`src/rtl/lsu_pkg.sv`:
```
// -----------------------------------------------------------------------------
// lsu_pkg
// Shared definitions for the load/store alignment unit:
//   - RISC-V funct3 size/sign codes (F3_B, F3_H, F3_W, F3_BU, F3_HU)
//   - FSM state enum (IDLE, SECOND)
//   - base_mask(): unshifted byte-lane mask for an access size
// -----------------------------------------------------------------------------
package lsu_pkg;

   localparam logic [2:0] F3_B  = 3'b000;
   localparam logic [2:0] F3_H  = 3'b001;
   localparam logic [2:0] F3_W  = 3'b010;
   localparam logic [2:0] F3_BU = 3'b100;
   localparam logic [2:0] F3_HU = 3'b101;

   typedef enum logic {
      IDLE   = 1'b0,
      SECOND = 1'b1
   } lsu_state_e;

   // Lanes touched by an access at offset 0. Only funct3[1:0] encodes size;
   // funct3[2] selects zero-extension for loads.
   function automatic logic [3:0] base_mask(input logic [2:0] funct3);
      logic [3:0] m;
      case (funct3[1:0])
         2'b00:   m = 4'b0001;
         2'b01:   m = 4'b0011;
         2'b10:   m = 4'b1111;
         default: m = 4'b0000;
      endcase
      return m;
   endfunction

endpackage

```
`src/rtl/lsu_load_extend.sv`:
```
// -----------------------------------------------------------------------------
// lsu_load_extend
// Combinational load-result extension. The input word already has the
// addressed byte/halfword at bit 0.
// Ports:
//   i_data   in  32  lane-aligned load data
//   i_funct3 in  3   RISC-V funct3 (size/sign)
//   o_rdata  out 32  sign/zero-extended result (0 for unsupported codes)
// -----------------------------------------------------------------------------
module lsu_load_extend
   import lsu_pkg::*;
(
   input  logic [31:0] i_data,
   input  logic [2:0]  i_funct3,
   output logic [31:0] o_rdata
);

   always_comb begin
      case (i_funct3)
         F3_B:    o_rdata = {{24{i_data[7]}}, i_data[7:0]};
         F3_H:    o_rdata = {{16{i_data[15]}}, i_data[15:0]};
         F3_W:    o_rdata = i_data;
         F3_BU:   o_rdata = {24'b0, i_data[7:0]};
         F3_HU:   o_rdata = {16'b0, i_data[15:0]};
         default: o_rdata = 32'b0;
      endcase
   end

endmodule

```
`src/rtl/lsu_align.sv`:
```
// -----------------------------------------------------------------------------
// lsu_align
// Load/store alignment unit in front of the data memory. Turns a byte address,
// funct3 and store data into a word address, lane-shifted write data and a
// byte mask; extracts and extends load data from the asynchronous read port.
// Accesses that straddle a word boundary take two memory cycles: the first
// cycle stalls the core and captures the low word, the second finishes.
//
// Optional build macro:
//   MISALIGN_TRAP_EN  - misaligned accesses raise o_misaligned instead of
//                       being split; nothing is written and no stall occurs.
//
// Ports:
//   i_clk, i_reset        clock, asynchronous active-high reset
//   i_req, i_we           access request, 1 = store
//   i_funct3              size/sign code
//   i_addr, i_wdata       byte address, LSB-justified store data
//   o_rdata               extended load result (0 for stores/idle)
//   o_stall               hold the core; access not finished
//   o_misaligned          misaligned trap (only with MISALIGN_TRAP_EN)
//   o_mem_addr            word-aligned memory address
//   o_mem_wdata           lane-shifted write data
//   o_mem_bmask           byte-lane mask
//   o_mem_wren            memory write enable
//   i_mem_rdata           asynchronous memory read data
// -----------------------------------------------------------------------------
module lsu_align
   import lsu_pkg::*;
#(
   parameter int ADDR_WIDTH = 32
) (
   input  logic                  i_clk,
   input  logic                  i_reset,
   input  logic                  i_req,
   input  logic                  i_we,
   input  logic [2:0]            i_funct3,
   input  logic [ADDR_WIDTH-1:0] i_addr,
   input  logic [31:0]           i_wdata,
   output logic [31:0]           o_rdata,
   output logic                  o_stall,
   output logic                  o_misaligned,
   output logic [ADDR_WIDTH-1:0] o_mem_addr,
   output logic [31:0]           o_mem_wdata,
   output logic [3:0]            o_mem_bmask,
   output logic                  o_mem_wren,
   input  logic [31:0]           i_mem_rdata
);

   lsu_state_e state_q, state_d;
   logic [31:0] lo_buf_q, lo_buf_d;

   logic [1:0]            off;
   logic                  legal;
   logic                  mis;
   logic                  active;
   logic                  crossing;
   logic [7:0]            mask8;
   logic [63:0]           data64;
   logic [ADDR_WIDTH-1:0] addr_lo;
   logic [ADDR_WIDTH-1:0] addr_hi;
   logic [ADDR_WIDTH-3:0] word_idx_p1;
   logic [31:0]           ext_in;
   logic [31:0]           ext_out;
   logic                  load_en;

   assign off = i_addr[1:0];

   // Unsigned loads have no store counterpart.
   always_comb begin
      case (i_funct3)
         F3_B, F3_H, F3_W: legal = 1'b1;
         F3_BU, F3_HU:     legal = ~i_we;
         default:          legal = 1'b0;
      endcase
   end

`ifdef MISALIGN_TRAP_EN
   always_comb begin
      mis = 1'b0;
      if (i_req && legal) begin
         case (i_funct3[1:0])
            2'b01:   mis = off[0];
            2'b10:   mis = |off;
            default: mis = 1'b0;
         endcase
      end
   end
`else
   assign mis = 1'b0;
`endif

   assign active   = i_req & legal & ~mis;
   assign mask8    = {4'b0000, base_mask(i_funct3)} << off;
   assign data64   = {32'b0, i_wdata} << {off, 3'b000};
   assign crossing = |mask8[7:4];

   // Upper word address wraps modulo 2^ADDR_WIDTH.
   assign word_idx_p1 = i_addr[ADDR_WIDTH-1:2] + {{(ADDR_WIDTH-3){1'b0}}, 1'b1};
   assign addr_lo     = {i_addr[ADDR_WIDTH-1:2], 2'b00};
   assign addr_hi     = {word_idx_p1, 2'b00};

   // State register and low-word buffer
   always_ff @(posedge i_clk or posedge i_reset) begin
      if (i_reset) begin
         state_q  <= IDLE;
         lo_buf_q <= 32'b0;
      end else begin
         state_q  <= state_d;
         lo_buf_q <= lo_buf_d;
      end
   end

   // Next state
   always_comb begin
      state_d  = state_q;
      lo_buf_d = lo_buf_q;
      case (state_q)
         IDLE: begin
            if (active && crossing) begin
               state_d  = SECOND;
               lo_buf_d = i_mem_rdata;
            end
         end
         SECOND:  state_d = IDLE;
         default: state_d = IDLE;
      endcase
   end

   // Outputs
   always_comb begin
      o_mem_addr  = addr_lo;
      o_mem_wdata = data64[31:0];
      o_mem_bmask = 4'b0000;
      o_mem_wren  = 1'b0;
      o_stall     = 1'b0;
      load_en     = 1'b0;
      ext_in      = i_mem_rdata >> {off, 3'b000};
      case (state_q)
         IDLE: begin
            if (active) begin
               o_mem_bmask = mask8[3:0];
               o_mem_wren  = i_we;
               o_stall     = crossing;
               load_en     = ~i_we;
            end
         end
         SECOND: begin
            o_mem_addr  = addr_hi;
            o_mem_wdata = data64[63:32];
            // Splice the high bytes of the low word with the low bytes of
            // the high word; offset 0 never crosses.
            case (off)
               2'd1:    ext_in = {i_mem_rdata[7:0],  lo_buf_q[31:8]};
               2'd2:    ext_in = {i_mem_rdata[15:0], lo_buf_q[31:16]};
               2'd3:    ext_in = {i_mem_rdata[23:0], lo_buf_q[31:24]};
               default: ext_in = lo_buf_q;
            endcase
            // A dropped request here is a protocol violation: just finish.
            if (active) begin
               o_mem_bmask = mask8[7:4];
               o_mem_wren  = i_we;
               load_en     = ~i_we;
            end
         end
         default: ;
      endcase
      // Reset is asynchronous, so the outputs are forced quiet at once
      // rather than waiting for the state register to settle.
      if (i_reset) begin
         o_mem_bmask = 4'b0000;
         o_mem_wren  = 1'b0;
         o_stall     = 1'b0;
         load_en     = 1'b0;
      end
   end

   lsu_load_extend u_ext (
      .i_data   (ext_in),
      .i_funct3 (i_funct3),
      .o_rdata  (ext_out)
   );

   assign o_rdata      = load_en ? ext_out : 32'b0;
   assign o_misaligned = mis & ~i_reset;

endmodule

```
`config.mk`:
```
export PLATFORM = sky130hd
export DESIGN_NAME = lsu_align
export DESIGN_NICKNAME = d
export VERILOG_FILES = /design/src/rtl/lsu_pkg.sv /design/src/rtl/lsu_load_extend.sv /design/src/rtl/lsu_align.sv
export SDC_FILE = /design/constraint.sdc
export NUM_CORES = 1
export LEC_CHECK = 0
export ABC_AREA = 1
export ABC_CLOCK_PERIOD_IN_PS = 7500
export BUFFER_PORTS_ARGS = -buffer_cell sky130_fd_sc_hd__buf_2
export CORE_ASPECT_RATIO = 1.4
export CORE_MARGIN = 8
export CORE_UTILIZATION = 30
export DETAILED_ROUTE_END_ITERATION = 8
export HOLD_SLACK_MARGIN = 0.06
export PLACE_DENSITY = 0.63
export SLEW_MARGIN = 20
export SYNTH_ARGS = -nofsm -noshare
export SYNTH_HDL_FRONTEND = slang
export SYNTH_SLANG_ARGS = --single-unit
```
`constraint.sdc`:
```
create_clock -name i_clk -period 7.5 [get_ports i_clk]
set_input_delay 1.5 -clock i_clk [delete_from_list [all_inputs] [get_ports i_clk]]
set_output_delay 1.5 -clock i_clk [all_outputs]
set_load 0.02 [all_outputs]
```
==> summary.md <==
| Metric | Value |
|---|---|
| Gpl congestion | `0.934` |
| Worst setup endpoint | `o_rdata[8]` |
| Reg2reg setup slack | `5.47 ns` |
| Cell taking the most area after synthesis | `nand2_1` |
| Worst min path class | `reg -> reg` |
| Longest Clk Path Bufs | `2` |
| Internal Power | `512 uW` |
| DRC viols | `0` |
| Area fraction of the dominant cell type after synthesis | `0.242` |
| Clock buffer count from CTS | `5` |
| Post-CTS Setup Repair Bufs | `0` |
| Number of synthesized flops with an enable pin | `0` |
| Fill cells | `1840` |
| WL per Instance | `16.9 um` |
| CORE AREA | `16100 sq um` |
| Critical path arrival | `3.93 ns` |
| Mapped Cells | `895` |
| First-pass GRT wire length | `33600 um` |
| Die height | `167 um` |
| Max_cap viols | `0` |
| Pins Over Slew Limit | `0` |
| Final setup vio count | `0` |
| Crit Path Max Fanout | `50` |
| Met2 wire len | `10100 um` |
| Comb pwr share | `0.397` |
| Die area | `20700 sq um` |
| Inserted Diodes | `0` |
| Clk pwr share | `0.288` |
| Cell area after synthesis | `4900 sq um` |
| Critical Path Start Type | `input pin` |
| Tcrit/Tclk final | `0.724` |
| Layout net count | `1174` |
| CP Data Required Time | `6.00 ns` |
| R2R depth | `7` |
| Pwr dens | `141 nW/um^2` |
| Largest cells by area after synthesis | `nand2_1 (24%), dfrtp_1 (17%), nor2_1 (7.7%), o21ai_0 (7.3%), inv_1 (7.0%)` |
| # clock sinks | `33` |
| First-pass DRT Iterations | `5` |
| Asr flop ratio synth | `1.00` |
| DR top layer | `met4` |
| RSZ-0062 raised after global routing | `no` |
| # H-tree levels | `2` |
| Commonest non-fill, non-tap cell in the layout | `nand2_1` |
| Share of cells above drive strength 1 | `0.229` |
| Largest net degree at the start of global routing | `53` |
| NetSw | `354 uW` |
| CP Capture Type | `primary output` |
| Clk_lat worst skew | `0.29 ns` |
| Final WL | `21300 um` |
| IO Port Bufs | `202` |
| Slew HR | `0.444` |
| GRT Util Overall | `0.200` |
| Outcome | `complete, no violations` |
| Antenna violations before repair | `0` |
| LEAKAGE | `0.00336 uW` |
| WL met1 | `8460 um` |
| Clock Pin Slew Worst Setup and Hold Paths | `0.05 ns` |
| Row Count | `55` |
| Power, Total | `866 uW` |
| Critical path class | `in -> out` |
| Remaining antenna violation count | `0` |
| Share of total power in sequential cells | `0.316` |
| Syn. warnings | `0` |
| Fmax | `184 MHz` |
| I/O pin cnt | `206` |
| Top FF cell, synth | `dfrtp_1` |
| Sum Neg Setup Slack | `0 ns` |
| Clock skew | `0.00409 ns` |
| Initial DRC count | `474` |
| #FFs+latches synth | `33` |
| Post-synthesis sequential area ratio | `0.168` |
| PostCTS Resize Cnt | `0` |
| Critical Path Source | `i_addr[0]` |
| CTS tree | `built` |
| Area grow syn2layout | `25.3%` |
| Final WS setup | `2.07 ns` |
| Post-synthesis cell type count | `36` |
| Least-Margin Pin Slew | `0.832 ns` |
| Worst slack at placement | `2.13 ns` |
| Most frequent cells in the layout | `nand2_1 (316), buf_2 (201), nor2_1 (100)` |
| Via/cell ratio | `5.17` |
| Worst R2R Start | `state_q` |
| Die width | `124 um` |
| Initial Util | `0.305` |
| Min cycle time layout | `5.43 ns` |
| Via count | `6543` |
| Remaining Overflow, GRT | `0` |
| Worst VDD drop | `0.0000749 V` |
| FF-to-FF End | `lo_buf_q[17]` |
| Syn avg cell area | `5.48 sq um` |
| Hpwl dp | `16600 um` |
| Met3 WL | `1900 um` |
| Switching share of power | `0.409` |
| Number of global-route vias before repair | `6555` |
| CTS Hold Bufs | `0` |
| Final hold viol count | `0` |
| Root Driver | `clkbuf_16` |
==> worst max-delay path, stage by stage <==
cell     delay [ns]
buf_4          0.44
inv_1          0.49
nand2_1        0.17
nand2_1        0.06
nand2_1        0.05
nand2_1        0.05
nand2_1        0.08
nand3_2        0.45
a21oi_1        0.38
buf_2          0.21
==> stage by stage <==
step                instance area (sq um)   util  hold slack [ns]  std cells
global placement                     5970  0.371            0.463       1257
finish                               6140  0.382            0.485       1265
floorplan                            4910      -            0.449        897
CTS                                  6140  0.382            0.485       1265
global route                         6140  0.382            0.501       1265
detailed placement                   5970  0.371            0.467       1257
==> Yosys cell counts (7+ instances only) <==
cell type    n
nor2_2       9
buf_2       29
nor2_1     100
dfrtp_1     33
o221ai_1    16
o21ai_0     72
nand3_1     46
a21oi_1     41
o2111ai_1    7
buf_4        7
o22ai_1     32
xor2_1      12
inv_2        7
xnor2_1      8
nand2_1    316
mux2i_1     14
inv_1       92
==> kinds of logic (layout without fill, tap and decap cells) <==
kind of cell | after synthesis | in the layout | synth area share
and+or+nand+nor | 495 | 495 | 0.412
DFF | 33 | 33 | 0.168
adders and majority gates | 6 | 6 | 0.0153
buffers and inverters | 149 | 318 | 0.130
xor gates and xnor gates | 20 | 20 | 0.0357
muxes | 14 | 14 | 0.0286
other | 1 | 3 | 0.000765
AOI/OAI and AO/OA | 177 | 177 | 0.210
==> flip-flops by register name (all words and copies together), names as in the netlist <==
signal / count
state_q: 1
lo_buf_q: 32
==> layer usage <==
layer  up-vias  track usage
met1      2911        0.232
met2       338        0.344
li1       3238            -
met5         -            0
met3        56       0.0394
met4         0       0.0872
==> power by group through the flow <==
| stage | registers (uW) | logic [uW] | clock network (uW) |
|---|---|---|---|
| floorplan | 259 | 230 | 0 |
| global placement | 274 | 339 | 0 |
| detailed placement | 274 | 342 | 0 |
| CTS | 272 | 343 | 253 |
| global route | 280 | 385 | 258 |
| finish | 273 | 344 | 249 |
==> how the worst min path moves through the flow <==
stage	startpoint	end	depth (start not counted)
2_1_floorplan	lo_buf_q[1]	lo_buf_q[1]	2
3_3_place_gp	lo_buf_q[6]	lo_buf_q[6]	2
3_5_place_dp	lo_buf_q[4]	lo_buf_q[4]	2
4_1_cts	lo_buf_q[4]	lo_buf_q[4]	2
5_1_grt	lo_buf_q[0]	lo_buf_q[0]	2
6_report	lo_buf_q[4]	lo_buf_q[4]	2
==> area by class of cell <==
cell class	count	area, sq um	share of cell area
Timing Repair Buffer	210	1070	0.175
Sequential cell	33	826	0.134
Inverter	100	375	0.0611
Tap cell	199	249	0.0405
Clock inverter	1	30.0	0.00489
Clock buffer	7	143	0.0232
Multi-Input combinational cell	715	3450	0.561
No activity file was read; power rests on OpenSTA's default activity.
